`config.mk`:
```
export PLATFORM = sky130hd
export DESIGN_NAME = std_multi_fifo_controller
export DESIGN_NICKNAME = d
export VERILOG_FILES = /design/src/rtl/std_multi_fifo_controller.sv
export SDC_FILE = /design/constraint.sdc
export NUM_CORES = 1
export LEC_CHECK = 0
export ABC_AREA = 0
export CAP_MARGIN = 10
export CORE_MARGIN = 1.5
export CORE_UTILIZATION = 45
export DETAILED_ROUTE_END_ITERATION = 10
export HOLD_SLACK_MARGIN = 0.03
export PLACE_DENSITY = 0.76
export SYNTH_ARGS = -nofsm -noshare
export SYNTH_HDL_FRONTEND = slang
export SYNTH_SLANG_ARGS = --single-unit
```
`constraint.sdc`:
```
create_clock -name i_clk -period 2.71 [get_ports i_clk]
set_clock_uncertainty 0.05 [all_clocks]
set_input_delay 0.542 -clock i_clk [delete_from_list [all_inputs] [get_ports i_clk]]
set_output_delay 0.542 -clock i_clk [all_outputs]
set_load 0.05 [all_outputs]
```
`src/rtl/std_multi_fifo_controller.sv`:
```
// Pointer/flag controller for CHANNELS virtual FIFOs sharing one synchronous RAM.
// Each channel owns a fixed DEPTH-word region; one push and one pop per cycle.
module std_multi_fifo_controller #(
  parameter int unsigned CHANNELS     = 4,
  parameter int unsigned DEPTH        = 8,
  parameter int unsigned AF_THRESHOLD = DEPTH - 1,
  parameter int unsigned AE_THRESHOLD = 1,
  localparam int unsigned CH_W        = (CHANNELS > 1) ? $clog2(CHANNELS) : 1,
  localparam int unsigned PTR_W       = $clog2(DEPTH),
  localparam int unsigned CNT_W       = $clog2(DEPTH + 1),
  localparam int unsigned ADDR_W      = $clog2(CHANNELS * DEPTH)
) (
  input  logic                           i_clk,
  input  logic                           i_rst,
  input  logic [CHANNELS-1:0]            i_clear,
  input  logic                           i_push,
  input  logic [CH_W-1:0]                i_push_channel,
  input  logic                           i_pop,
  input  logic [CH_W-1:0]                i_pop_channel,
  output logic                           o_write_enable,
  output logic [ADDR_W-1:0]              o_write_address,
  output logic                           o_read_enable,
  output logic [ADDR_W-1:0]              o_read_address,
  output logic                           o_read_valid,
  output logic [CH_W-1:0]                o_read_channel,
  output logic [CHANNELS-1:0]            o_empty,
  output logic [CHANNELS-1:0]            o_almost_empty,
  output logic [CHANNELS-1:0]            o_almost_full,
  output logic [CHANNELS-1:0]            o_full,
  output logic [CHANNELS-1:0][CNT_W-1:0] o_word_count,
  output logic [CHANNELS-1:0]            o_overflow,
  output logic [CHANNELS-1:0]            o_underflow
);

  logic [PTR_W-1:0]    wp_q  [CHANNELS];
  logic [PTR_W-1:0]    wp_d  [CHANNELS];
  logic [PTR_W-1:0]    rp_q  [CHANNELS];
  logic [PTR_W-1:0]    rp_d  [CHANNELS];
  logic [CNT_W-1:0]    cnt_q [CHANNELS];
  logic [CNT_W-1:0]    cnt_d [CHANNELS];
  logic [CHANNELS-1:0] ovf_q, ovf_d, udf_q, udf_d;
  logic [CHANNELS-1:0] push_ok, pop_ok, ovf_set, udf_set;
  logic                rvalid_q;
  logic [CH_W-1:0]     rch_q, rch_d;

  // Pointers wrap explicitly so DEPTH need not be a power of two.
  function automatic logic [PTR_W-1:0] ptr_inc(input logic [PTR_W-1:0] p);
    return (32'(p) == DEPTH - 1) ? '0 : p + PTR_W'(1);
  endfunction

  always_comb begin : flag_decode
    for (int unsigned c = 0; c < CHANNELS; c++) begin
      o_word_count[c]   = cnt_q[c];
      o_empty[c]        = (cnt_q[c] == '0);
      o_full[c]         = (32'(cnt_q[c]) == DEPTH);
      o_almost_full[c]  = (32'(cnt_q[c]) >= AF_THRESHOLD);
      o_almost_empty[c] = (32'(cnt_q[c]) <= AE_THRESHOLD);
    end
  end

  // Out-of-range channel numbers match no channel, so the request vanishes silently.
  always_comb begin : request_decode
    push_ok         = '0;
    pop_ok          = '0;
    ovf_set         = '0;
    udf_set         = '0;
    o_write_address = '0;
    o_read_address  = '0;
    for (int unsigned c = 0; c < CHANNELS; c++) begin
      if (32'(i_push_channel) == c) begin
        o_write_address = ADDR_W'(c * DEPTH + 32'(wp_q[c]));
        if (i_push && !i_clear[c]) begin
          push_ok[c] = !o_full[c];
          ovf_set[c] = o_full[c];
        end
      end
      if (32'(i_pop_channel) == c) begin
        o_read_address = ADDR_W'(c * DEPTH + 32'(rp_q[c]));
        if (i_pop && !i_clear[c]) begin
          pop_ok[c]  = !o_empty[c];
          udf_set[c] = o_empty[c];
        end
      end
    end
    o_write_enable = |push_ok;
    o_read_enable  = |pop_ok;
  end

  always_comb begin : next_state
    for (int unsigned c = 0; c < CHANNELS; c++) begin
      wp_d[c]  = wp_q[c];
      rp_d[c]  = rp_q[c];
      cnt_d[c] = cnt_q[c];
      ovf_d[c] = ovf_q[c] | ovf_set[c];
      udf_d[c] = udf_q[c] | udf_set[c];
      if (i_clear[c]) begin
        wp_d[c]  = '0;
        rp_d[c]  = '0;
        cnt_d[c] = '0;
        ovf_d[c] = 1'b0;
        udf_d[c] = 1'b0;
      end else begin
        if (push_ok[c]) wp_d[c] = ptr_inc(wp_q[c]);
        if (pop_ok[c])  rp_d[c] = ptr_inc(rp_q[c]);
        if (push_ok[c] && !pop_ok[c])      cnt_d[c] = cnt_q[c] + CNT_W'(1);
        else if (pop_ok[c] && !push_ok[c]) cnt_d[c] = cnt_q[c] - CNT_W'(1);
      end
    end
    rch_d = o_read_enable ? i_pop_channel : rch_q;
  end

  // A clear in the cycle after a pop leaves read_valid alone: the RAM read already happened.
  always_ff @(posedge i_clk) begin
    if (i_rst) begin
      wp_q     <= '{default: '0};
      rp_q     <= '{default: '0};
      cnt_q    <= '{default: '0};
      ovf_q    <= '0;
      udf_q    <= '0;
      rvalid_q <= 1'b0;
      rch_q    <= '0;
    end else begin
      wp_q     <= wp_d;
      rp_q     <= rp_d;
      cnt_q    <= cnt_d;
      ovf_q    <= ovf_d;
      udf_q    <= udf_d;
      rvalid_q <= o_read_enable;
      rch_q    <= rch_d;
    end
  end

  assign o_overflow     = ovf_q;
  assign o_underflow    = udf_q;
  assign o_read_valid   = rvalid_q;
  assign o_read_channel = rch_q;

endmodule

```
After elaboration in Yosys (flattened, before gate mapping)
Cells that the tools add are included.
- register bits after elaboration: 51
- input port bits: 12
- output and inout bits: 55
- add/subtract/negate cells: 22
- $lt $le $gt $ge: 8
- equality and inequality tests: 18
- multiplexer cells: 56
- bitwise operators: 8
- reduce and logical (&&, ||, !) cells: 52
- operator list (cell ; number):
    $mux 1 ; 32
    $mux 4 ; 8
    $mux 3 ; 10
    $mux 5 ; 6
    $add 3x1->3 const B ; 8
    $eq 3x3->1 const B ; 8
    $add 5x3->5 const A ; 4
    $logic_not 1->1 ; 20
    $add 4x1->4 const B ; 4
    $eq 4x4->1 const B ; 4
    $ge 4x3->1 const B ; 4
    $le 4x1->1 const B ; 4
    $logic_and 1x1->1 ; 16
    $logic_not 4->1 ; 4
    $sub 4x1->4 const B ; 4
    $add 4x3->5 const A ; 2
    $eq 2x2->1 const B ; 4
    $or 1x1->1 ; 8
    $reduce_bool 2->1 ; 4
    $reduce_or 2->1 ; 4
    $reduce_or 4->1 ; 2
    $eq 2x1->1 const B ; 2
    $logic_not 2->1 ; 2

Longest topological paths before layout
- word-level depth: 8
- depth in mapped cells: 11

Worst setup path after synthesis
No wires, ideal clock.
- kind: flip-flop to output port
- start: register cnt_q, in the netlist o_word_count[9]
- end: output o_read_enable
- arrival time: 3.027 ns
- data required time: 2.118 ns
- slack: -0.909 ns
- stages on the path, launching flop included: 8
- buffers on the path: 1
- cell sequence: dfxtp_1 inv_1 ha_1 nor3b_1 or4_1 clkbuf_1 and4_1 inv_1
- longest elaborated chain between the ends: 5
- ends and longest elaborated chain (item ; line ; RTL):
    from (decl) ; 39 ; logic [CNT_W-1:0] cnt_q [CHANNELS];
    from (signal assigned) ; 125 ; cnt_q <= cnt_d;
    $logic_not 4->1 ; 54 ; o_empty[c] = (cnt_q[c] == '0);
    via o_empty[2] ; 26 ; output logic [CHANNELS-1:0] o_empty,
    $logic_not 1->1 ; 80 ; pop_ok[c] = !o_empty[c];
    $mux 1 ; 79 ; if (i_pop && !i_clear[c]) begin
    $mux 1 ; 77 ; if (32'(i_pop_channel) == c) begin
    $reduce_or 4->1 ; 86 ; o_read_enable = |pop_ok;
    to (decl) ; 22 ; output logic o_read_enable,
The timed path passes the listed nets, and every way through them passes these cells.

Worst setup path after layout
- start: register cnt_q, in the netlist o_word_count[1]
- end: output o_write_enable
- longest elaborated chain between the ends: 5
- ends and longest elaborated chain (item ; line ; RTL):
    $eq 4x4->1 ; 55 ; o_full[c] = (32'(cnt_q[c]) == DEPTH);
    $logic_not 1->1 ; 73 ; push_ok[c] = !o_full[c];
    $mux 1 ; 72 ; if (i_push && !i_clear[c]) begin
    $mux 1 ; 70 ; if (32'(i_push_channel) == c) begin
    via push_ok[0] ; 42 ; logic [CHANNELS-1:0] push_ok, pop_ok, ovf_set, udf_set;
    $reduce_or 4->1 ; 85 ; o_write_enable = |push_ok;
    to (decl) ; 20 ; output logic o_write_enable,
The timed path passes the listed nets, and every way through them passes these cells.

==> results_dict.tcl <==
set metrics [dict create \
    max_slew_margin 0.646 \
    cpMaxStageDelayCell "or4_4" \
    fin_tns_setup_ns 0 \
    rows 28 \
    setup_viol_count_final 0 \
    critical-path-top-delay-family "simple AND/OR/NAND/NOR gates" \
    clock.fmax_mhz 378 \
    vdd.ir_drop.worst_v 0.000274 \
    final_nets 441 \
    hpwl_mm 5.27 \
    period_share 0.976 \
    min_path_cells 2 \
    clk_latency_ns 0.31 \
    synth_top_cell_by_area "dfxtp_1" \
    max_slew.worst_pin.slew_ns 0.530 \
    end_kind "output pin" \
    crit_arrival_ns 2.05 \
    status "finished clean" \
    placed_area_mm2 0.00390 \
    p_leak_nw 1.85 \
    gp_congestion 0.820 \
    dp_cells 463 \
    synth_nets 350 \
    htreeDepth 2 \
    path_cells "inv_1, ha_4, and3b_2, nand2b_1, inv_1, or4_4, buf_12" \
    first_pass_iters 4 \
    synth_cells 306 \
    die_y_um 82.1 \
    cap_violations 0 \
    drt_iter0_markers 149 \
    critPathKind "reg2out" \
    start_util 0.470 \
    ys_top_cells_by_area "dfxtp_1, ha_1, mux2i_1" \
    fin_util 0.680 \
    drive_gt1_frac 0.256 \
    min_from "rp_q[1]" \
    post-synth-top-count-cell "dfxtp_1" \
    synth_cell_type_count 36 \
    antenna_cells 0 \
    clkTransAtPathRegs_ns 0.09 \
    detail-route-antenna-nets 0 \
    synthArstFlopShare 0 \
    avgRoutedWirePerCell_um 14.9 \
    crit_required_ns 2.12 \
    port-buffer-count 66 \
    grtUsageTotal 0.218 \
    rsz0062_at_grt "no" \
    die-area_mm2 0.00674 \
    worst_slack_ns 0.0662 \
    tritoncts "yes" \
    avgSynthCellArea_um2 9.20 \
    via_per_inst 5.31 \
    r2r-start "o_word_count[12]" \
    finalHoldViolations 0 \
    synthTopCellsByCount "dfxtp_1, nor2_1, ha_1, a21oi_1, mux2i_1" \
    power.density_mw_per_mm2 363 \
    synth.top_cell.area_share 0.363 \
    synth_edf_count 0 \
    cts_made_buffers 5 \
    place_ws_ns -0.223 \
    drc 0 \
    cts_buffer_depth 2 \
    grt_max_degree 16 \
    whs_ns 0.431 \
    via_count 2510 \
    fp.dieW_um 82.1 \
    yosysWarnings 0 \
    grt_first_pass_wirelength_mm 11.2 \
    path_max_fanout 6 \
    core_mm2 0.00599 \
    min_period_ns 2.64 \
    r2r_cells 9 \
    worstReg2RegEnd "o_word_count[14]" \
    slew_viol_final 0 \
    fin_area_mm2 0.00408 \
    num_io_pins 67 \
    grt_pass1_vias 2395 \
    cp-start-kind "flop" \
    area_growth_pct 44.8 \
    hold_path_end "rp_q[1]" \
    ys_seq_area_frac 0.363 \
    worstHoldPathType "reg2reg" \
    final_cells 473 \
    drt-total-wl_mm 7.03 \
    cts.sinks 51 \
    critPathMaxStageDelay_ns 0.51 \
    total_power_mw 1.48 \
    grt_antenna_before_repair 0 \
    ys_ff_latch 51 \
    crit_top_cell "inv_1" \
    ys.flop_type "dfxtp_1" \
    netlist_area_mm2 0.00281 \
    r2r_slack_ns 0.30 \
    path_buf_inv 3 \
    root_buffer "clkbuf_8" \
    cts_hold_buf 0 \
    grt_overflow_total 0 \
]
-- sequential cells by signal (all words and copies together) (netlist names) --
signal / cells
o_word_count: 16
wp_q: 12
o_read_channel: 2
o_read_valid: 1
o_underflow: 4
o_overflow: 4
rp_q: 12
-- report_power, final --
group,internal [mW],switching [mW]
clock network,0.181,0.261
registers,0.754,0.0104
logic,0.119,0.153
total,1.05,0.424
-- placed cells by master, fill, tap and decap left out, types with 2 or more instances in the layout --
cell,netlist,final
xnor2_1,4,4
nor3_1,6,6
nand2b_1,6,6
dlygate4sd2_1,0,3
ha_4,0,4
a21oi_1,31,30
inv_2,0,3
or3b_1,2,2
nor3b_4,0,4
a21o_1,3,3
mux4_2,6,6
buf_12,0,6
dfxtp_2,0,10
buf_4,1,39
dfxtp_4,0,2
and3b_2,0,3
a21oi_2,1,2
xor2_1,8,8
nand2_1,16,16
dfxtp_1,51,39
clkbuf_8,0,5
nand4_1,4,4
mux2i_1,17,17
or4_4,0,4
or3_1,10,10
ha_1,32,28
clkdlybuf4s50_1,0,43
nor2_1,43,43
inv_1,15,12
nor4b_2,1,2
or2_2,4,4
o21ai_0,4,4
dlymetal6s2s_1,0,8
or4_1,6,3
-- routing by layer --
| layer | vias to the layer above | routed length (um) | track usage |
|---|---|---|---|
| met4 | 0 | 94 | 0.0729 |
| met2 | 51 | 3490 | 0.381 |
| met5 | - | 0 | 0 |
| met3 | 10 | 268 | 0.0422 |
| li1 | 1260 | - | - |
| met1 | 1189 | 3180 | 0.265 |
-- area by class of cell --
type	instances	area, um2
Fill cell	488	1920
Clock buffer	6	72.6
Multi-Input combinational cell	225	1830
Inverter	15	56.3
Timing Repair Buffer	99	970
Tap cell	75	93.8
Clock inverter	2	12.5
Sequential cell	51	1040
-- cell families (layout without fill, tap and decap cells) --
kind of cell,Yosys count,in the layout,synth area share
and+or+nand+nor,117,117,0.227
adders and majority gates,32,32,0.142
DFF,51,51,0.363
muxes,23,23,0.108
xor gates and xnor gates,12,12,0.0373
AOI/OAI and AO/OA,41,41,0.0796
buffers and inverters,30,122,0.0422
-- timing repair --
item	in CTS	in global routing
hold endpoints to repair	0	0
gates resized for setup	7	16
cloned	0	0
buffers inserted	0	2
pin swaps	0	1
setup endpoints to repair	2	6
-- worst max-delay path by stage --
stage                     depth (start not counted)  slack, ns               end        startpoint
after floorplan                                   7     -0.005     o_read_enable   o_word_count[5]
after global placement                            8      -0.18  o_word_count[11]  i_pop_channel[1]
after detailed placement                          8      -0.22   o_word_count[7]  i_pop_channel[1]
after CTS                                         6      0.002     o_read_enable             i_pop
after global routing                              7      0.005    o_write_enable   o_word_count[4]
final                                             7       0.07    o_write_enable   o_word_count[1]
-- worst register-to-register path, cell delays in order (launching register included) --
cell     delay, ns
dfxtp_2       0.42
inv_1         0.07
ha_1          0.24
and3b_1       0.23
nor4b_4       0.42
ha_1          0.24
buf_4         0.13
mux2i_1       0.07
or3_1         0.31
a21oi_1       0.15
Power figures use the tool's default switching activity.
